### config.mk
export PLATFORM = sky130hd
export DESIGN_NAME = sdram_init_sequencer
export DESIGN_NICKNAME = d
export VERILOG_FILES = /design/src/rtl/sdram_pkg.sv /design/src/rtl/sdram_delay_timer.sv /design/src/rtl/sdram_init_sequencer.sv
export SDC_FILE = /design/constraint.sdc
export NUM_CORES = 1
export LEC_CHECK = 0
export ABC_AREA = 0
export CORE_UTILIZATION = 46
export CTS_BUF_LIST = sky130_fd_sc_hd__clkbuf_16
export DETAILED_ROUTE_END_ITERATION = 10
export PLACE_DENSITY = 0.77
export SKIP_LAST_GASP = 1
export SYNTH_ARGS = -nofsm -noshare
export SYNTH_HDL_FRONTEND = slang
export SYNTH_SLANG_ARGS = --single-unit
### constraint.sdc
create_clock -name HCLK -period 2.1 [get_ports HCLK]
set_clock_uncertainty 0.1 [all_clocks]
set_input_delay 0.315 -clock HCLK [delete_from_list [all_inputs] [get_ports HCLK]]
set_output_delay 0.315 -clock HCLK [all_outputs]
set_load 0.01 [all_outputs]
### src/rtl/sdram_pkg.sv
// Shared SDRAM command encodings, init FSM states
// and address-bus constants for the init sequencer.
package sdram_pkg;

  localparam logic [3:0] CMD_NOP   = 4'b0111;
  localparam logic [3:0] CMD_PRE   = 4'b0010;
  localparam logic [3:0] CMD_AR    = 4'b0001;
  localparam logic [3:0] CMD_MRS   = 4'b0000;
  localparam logic [3:0] CMD_DESEL = 4'b1111;

  localparam int PRE_ALL_BIT = 10;

  typedef enum logic [3:0] {
    ST_RST,
    ST_IDLE,
    ST_PRE,
    ST_WAIT_RP,
    ST_AR,
    ST_WAIT_RFC,
    ST_MRS,
    ST_WAIT_MRD,
    ST_DONE
  } init_state_e;

  function automatic int max3(input int a, input int b, input int c);
    int m;
    m = (a > b) ? a : b;
    return (m > c) ? m : c;
  endfunction

endpackage

### src/rtl/sdram_delay_timer.sv
// Loadable down-counter; expired_o is high once the
// count has reached zero and stays there until reloaded.
module sdram_delay_timer #(
  parameter int W = 4
) (
  input  logic         clk,
  input  logic         rst,
  input  logic         load_i,
  input  logic [W-1:0] load_val_i,
  output logic         expired_o
);

  logic [W-1:0] cnt_q;
  logic [W-1:0] cnt_d;

  always_comb begin
    cnt_d = cnt_q;
    if (load_i)
      cnt_d = load_val_i;
    else if (cnt_q != '0)
      cnt_d = cnt_q - 1'b1;
  end

  always_ff @(posedge clk or posedge rst) begin
    if (rst) cnt_q <= '0;
    else     cnt_q <= cnt_d;
  end

  assign expired_o = (cnt_q == '0);

endmodule

### src/rtl/sdram_init_sequencer.sv
// SDRAM power-up command sequencer: PRECHARGE ALL,
// N x AUTO REFRESH, LOAD MODE, then sticky done.
module sdram_init_sequencer
  import sdram_pkg::*;
#(
  parameter int ADDR_W        = 13,
  parameter int BA_W          = 2,
  parameter int T_RP_CYCLES   = 3,
  parameter int T_RFC_CYCLES  = 7,
  parameter int T_MRD_CYCLES  = 2,
  parameter int REFRESH_COUNT = 2,
  parameter logic [ADDR_W-1:0] MODE_REG = 'h030
) (
  input  logic              HCLK,
  input  logic              HRESET,
  input  logic              init_start_i,
  output logic              sdram_ready_o,
  output logic              sdram_init_ack_o,
  output logic              init_done_o,
  output logic              sdram_cke_o,
  output logic              sdram_cs_n_o,
  output logic              sdram_ras_n_o,
  output logic              sdram_cas_n_o,
  output logic              sdram_we_n_o,
  output logic [BA_W-1:0]   sdram_ba_o,
  output logic [ADDR_W-1:0] sdram_addr_o
);

  localparam int T_MAX =
    max3(T_RP_CYCLES, T_RFC_CYCLES, T_MRD_CYCLES);
  localparam int CNT_W = $clog2(T_MAX) + 1;
  localparam int REF_W = $clog2(REFRESH_COUNT + 1) + 1;

  // Wait states last T-1 cycles; timer counts T-2 .. 0.
  localparam logic [CNT_W-1:0] RP_LOAD =
    CNT_W'((T_RP_CYCLES > 1) ? T_RP_CYCLES - 2 : 0);
  localparam logic [CNT_W-1:0] RFC_LOAD =
    CNT_W'((T_RFC_CYCLES > 1) ? T_RFC_CYCLES - 2 : 0);
  localparam logic [CNT_W-1:0] MRD_LOAD =
    CNT_W'((T_MRD_CYCLES > 1) ? T_MRD_CYCLES - 2 : 0);
  localparam logic [REF_W-1:0] REF_MAX =
    REF_W'(REFRESH_COUNT);

  init_state_e       state_q, state_d;
  logic              ready_q, ready_d;
  logic              ack_q, ack_d;
  logic              done_q, done_d;
  logic              cke_q, cke_d;
  logic [3:0]        cmd_q, cmd_d;
  logic [BA_W-1:0]   ba_q, ba_d;
  logic [ADDR_W-1:0] addr_q, addr_d;
  logic [REF_W-1:0]  ref_q, ref_d;

  logic             tmr_load;
  logic [CNT_W-1:0] tmr_val;
  logic             tmr_expired;

  sdram_delay_timer #(.W(CNT_W)) u_timer (
    .clk        (HCLK),
    .rst        (HRESET),
    .load_i     (tmr_load),
    .load_val_i (tmr_val),
    .expired_o  (tmr_expired)
  );

  always_comb begin
    state_d  = state_q;
    ready_d  = 1'b0;
    ack_d    = 1'b0;
    done_d   = done_q;
    cke_d    = 1'b1;
    cmd_d    = CMD_NOP;
    ba_d     = '0;
    addr_d   = '0;
    ref_d    = ref_q;
    tmr_load = 1'b0;
    tmr_val  = '0;
    case (state_q)
      ST_RST: state_d = ST_IDLE;
      ST_IDLE: begin
        ready_d = 1'b1;
        if (init_start_i) state_d = ST_PRE;
      end
      ST_PRE: begin
        cmd_d               = CMD_PRE;
        addr_d[PRE_ALL_BIT] = 1'b1;
        ack_d               = 1'b1;
        tmr_load            = 1'b1;
        tmr_val             = RP_LOAD;
        state_d = (T_RP_CYCLES > 1) ? ST_WAIT_RP : ST_AR;
      end
      ST_WAIT_RP:
        if (tmr_expired) state_d = ST_AR;
      ST_AR: begin
        cmd_d    = CMD_AR;
        ref_d    = ref_q + 1'b1;
        tmr_load = 1'b1;
        tmr_val  = RFC_LOAD;
        if (T_RFC_CYCLES > 1)
          state_d = ST_WAIT_RFC;
        else
          state_d = (ref_d < REF_MAX) ? ST_AR : ST_MRS;
      end
      ST_WAIT_RFC:
        if (tmr_expired)
          state_d = (ref_q < REF_MAX) ? ST_AR : ST_MRS;
      ST_MRS: begin
        cmd_d    = CMD_MRS;
        addr_d   = MODE_REG;
        tmr_load = 1'b1;
        tmr_val  = MRD_LOAD;
        state_d = (T_MRD_CYCLES > 1) ? ST_WAIT_MRD : ST_DONE;
      end
      ST_WAIT_MRD:
        if (tmr_expired) state_d = ST_DONE;
      ST_DONE: done_d = 1'b1;
      default: state_d = ST_RST;
    endcase
  end

  always_ff @(posedge HCLK or posedge HRESET) begin
    if (HRESET) begin
      state_q <= ST_RST;
      ready_q <= 1'b0;
      ack_q   <= 1'b0;
      done_q  <= 1'b0;
      cke_q   <= 1'b0;
      cmd_q   <= CMD_DESEL;
      ba_q    <= '0;
      addr_q  <= '0;
      ref_q   <= '0;
    end else begin
      state_q <= state_d;
      ready_q <= ready_d;
      ack_q   <= ack_d;
      done_q  <= done_d;
      cke_q   <= cke_d;
      cmd_q   <= cmd_d;
      ba_q    <= ba_d;
      addr_q  <= addr_d;
      ref_q   <= ref_d;
    end
  end

  assign sdram_ready_o    = ready_q;
  assign sdram_init_ack_o = ack_q;
  assign init_done_o      = done_q;
  assign sdram_cke_o      = cke_q;
  assign {sdram_cs_n_o, sdram_ras_n_o,
          sdram_cas_n_o, sdram_we_n_o} = cmd_q;
  assign sdram_ba_o       = ba_q;
  assign sdram_addr_o     = addr_q;

endmodule

==> run summary <==
======================================================================================
Weighted congestion reported at the end of routability-driven placement .        0.717
Clock tree from TritonCTS ...............................................         done
Clock latency on the worst-skew pair ....................................      0.25 ns
Gr usage total ..........................................................        14.0%
Final count of negative-setup-slack endpoints ...........................            0
Num CTS Buffers .........................................................            3
Total of max-cap violations .............................................            0
Number of standard cells in the final layout excluding fillers ..........          128
# nets final ............................................................          107
Clock Tree Root .........................................................    clkbuf_16
Post-detailed-route via-to-cell ratio ...................................         4.59
Vias ....................................................................          587
Net load switching power ................................................     0.153 mW
Count of cell types in the netlist ......................................           31
Arr. time, crit path ....................................................      1.89 ns
Average footprint of a synthesized cell .................................   11.1 sq um
Area growth from synthesis to layout ....................................        20.0%
Setup repair after global routing missed its margin .....................        false
Number of DRC markers in iteration 0 ....................................            6
Sequential fraction of design power .....................................        41.9%
Largest net degree at the start of global routing .......................           21
Total of warnings raised by yosys .......................................            0
Fraction of the yosys area taken by sequential cells ....................        52.1%
Critical path start-end classification ..................................   reg -> reg
Result of the run ....................................................... complete, no violations
Cell count after synthesis ..............................................           87
Worst Hold Slack ........................................................     0.283 ns
Number of rows in the core area .........................................           16
Min Clock Period, post-route ............................................      1.82 ns
Initial cell density of the core ........................................        49.4%
Final Cycle Share .......................................................        86.7%
Area of the mapped netlist ..............................................    970 sq um
Cell area after placement ...............................................   1060 sq um
Achievable Freq .........................................................      549 MHz
Number of hold violations in the final report ...........................            0
Most common cell after layout, fill and taps aside ......................      dfrtp_1
Antenna Nets Post-Route .................................................            0
Number of antenna cells inserted ........................................            0
Maximum number of buffers from clock root to sink .......................            2
Number of I/O port buffers ..............................................           13
# fillers ...............................................................          192
Cell count after placement ..............................................          124
Fin util ................................................................        59.3%
Internal power ..........................................................     0.775 mW
Endpoint class of the critical path .....................................    flip-flop
Clock sink count ........................................................           20
Area taken by flip-flops and latches ....................................    505 sq um
H-tree levels ...........................................................            1
Share of total power in the clock network ...............................        55.0%
Synthesis-stage register bit count ......................................           20
Die span in y ...........................................................      47.9 um
Worst-case vdd ir drop ..................................................       674 uV
Multi-input combinational cell area .....................................    352 sq um
Worst Hold Class ........................................................  in -> async
Top Ports ...............................................................           26
DIE AREA ................................................................   2300 sq um
Core area ...............................................................   1960 sq um
Hold_buf cts ............................................................            0
Post-route setup TNS ....................................................         0 ns
WP data required ........................................................      2.17 ns
Highest net fanout along the worst path .................................            5
Layout cells sized above 1 ..............................................        15.8%
Proportion of total power due to net switching ..........................        16.5%
Design area .............................................................   1160 sq um
Power Density ...........................................................  798 nW/um^2
Drt total wl ............................................................      1480 um
Antenna violations before repair ........................................            0
Post-detailed-route wirelength per cell .................................      11.5 um
Commonest cells after routing, fill and taps aside ...................... dfrtp_1, conb_1, clkdlybuf4s50_1
Max-slew violations .....................................................            0
HPWL after DPL ..........................................................      1110 um
Width of the die ........................................................      47.9 um
Clock-pin slew on the worst setup and hold paths ........................      0.06 ns
Leakage dissipation .....................................................     0.513 nW
Number of DRC violations after detailed routing .........................            0
1st-pass router iterations ..............................................            3
Vias in the first global route ..........................................          486
Count of cells resized by post-cts repair ...............................            0
Crit path launch type ...................................................    flip-flop
Part of the power in combinational logic ................................         3.1%
Buffer count from post-CTS setup fixing .................................            0
Total grt overflow ......................................................            0
Global-route wire length before repair ..................................      2130 um
======================================================================================
[final cells by class]
class / count / share of cell area, %
timing repair buffer: 15 / 12.5
clock buffer: 3 / 6.45
tap: 27 / 2.90
inverter: 6 / 1.94
sequential: 20 / 43.4
clock inverter: 1 / 2.58
multi-input combinational: 56 / 30.2
[path summary, 6_finish.rpt]
kind	to	slack (ns)	depth (start not counted)	from
worst max-delay path	state_q[2]	0.28	5	u_timer.cnt_q[0]
worst min-delay path	init_done_o	0.28	3	HRESET
worst max register to register	state_q[2]	0.28	5	u_timer.cnt_q[0]
worst min register to register	ref_q[2]	0.37	1	ref_q[2]
max in group asynchronous	cmd_q[2]	1.36	3	HRESET
min in group HCLK	ref_q[2]	0.37	1	ref_q[2]
[registers in the layout (all words and copies together), names as in the netlist]
signal         count
sdram_cke_o        1
ref_q              3
cmd_q              4
sdram_ready_o      1
init_done_o        1
u_timer.cnt_q      4
state_q            4
sdram_addr_o       2
[power groups by stage]
| stage | clock network (mW) | registers (mW) | logic [mW] |
|---|---|---|---|
| 2_1_floorplan | 0 | 0.397 | 0.0333 |
| 3_3_place_gp | 0 | 0.395 | 0.0287 |
| 3_5_place_dp | 0 | 0.396 | 0.0292 |
| 4_1_cts | 0.522 | 0.389 | 0.0290 |
| 5_1_grt | 0.539 | 0.389 | 0.0333 |
| 6_report | 0.510 | 0.389 | 0.0289 |
[synthesized netlist by cell type]
master	number	area share (%)
a211o_1	1	0.90
a211oi_1	1	0.77
a21o_1	1	0.77
a21oi_1	2	1.0
buf_4	14	11
buf_6	1	1.2
clkbuf_2	1	0.52
clkbuf_8	1	1.4
conb_1	2	0.77
dfrtp_1	16	41
dfstp_2	4	11
ha_1	2	2.6
inv_1	6	2.3
mux2_2	2	2.3
mux2i_1	1	1.0
nand2_1	3	1.2
nand2b_1	2	1.3
nand3b_1	2	1.5
nor2_1	5	1.9
nor3_1	5	2.6
nor3b_1	2	1.5
nor4b_2	1	1.5
o21ai_0	2	1.0
o31ai_1	1	0.77
o41ai_1	1	0.90
or2_2	1	0.65
or2b_2	1	0.90
or3b_4	1	1.2
or4_1	1	0.77
xnor2_1	3	2.7
xor2_1	1	0.90
[critical path: stages, from the launching register on]
cell	delay, ns
dfrtp_1	0.38
inv_1	0.09
ha_1	0.20
or3b_4	0.42
or4_1	0.47
o21ai_0	0.09
[routing by layer]
layer / GRT usage (%) / wire [um] / part of all wire (%) / up-vias
met5: 0 / 0 / 0 / -
met4: 3.33 / 8 / 0.54 / 0
met3: 6.79 / 86 / 5.8 / 2
met2: 22.7 / 727 / 49 / 18
met1: 16.7 / 655 / 44 / 278
li1: - / - / - / 289
[through the flow]
step | total power, mW | worst slack [ns]
floorplan | 0.430 | 0.391
global placement | 0.424 | 0.369
detailed placement | 0.425 | 0.287
CTS | 0.940 | 0.279
global route | 0.962 | 0.223
finish | 0.928 | 0.279
[logic make-up (layout without fill, tap and decap cells)]
group | count (synthesis) | in the layout | synth area share [%]
XOR/XNOR | 4 | 4 | 3.61
other | 2 | 14 | 0.774
AO/OA/AOI/OAI | 9 | 9 | 6.19
AND/OR/NAND/NOR | 24 | 24 | 15.1
multiplexers | 3 | 3 | 3.35
flip-flops | 20 | 20 | 52.1
adder cells (fa/ha/maj) | 2 | 2 | 2.58
buffers and inverters | 23 | 25 | 16.3
Note: power is estimated with default switching activity, not from simulation.
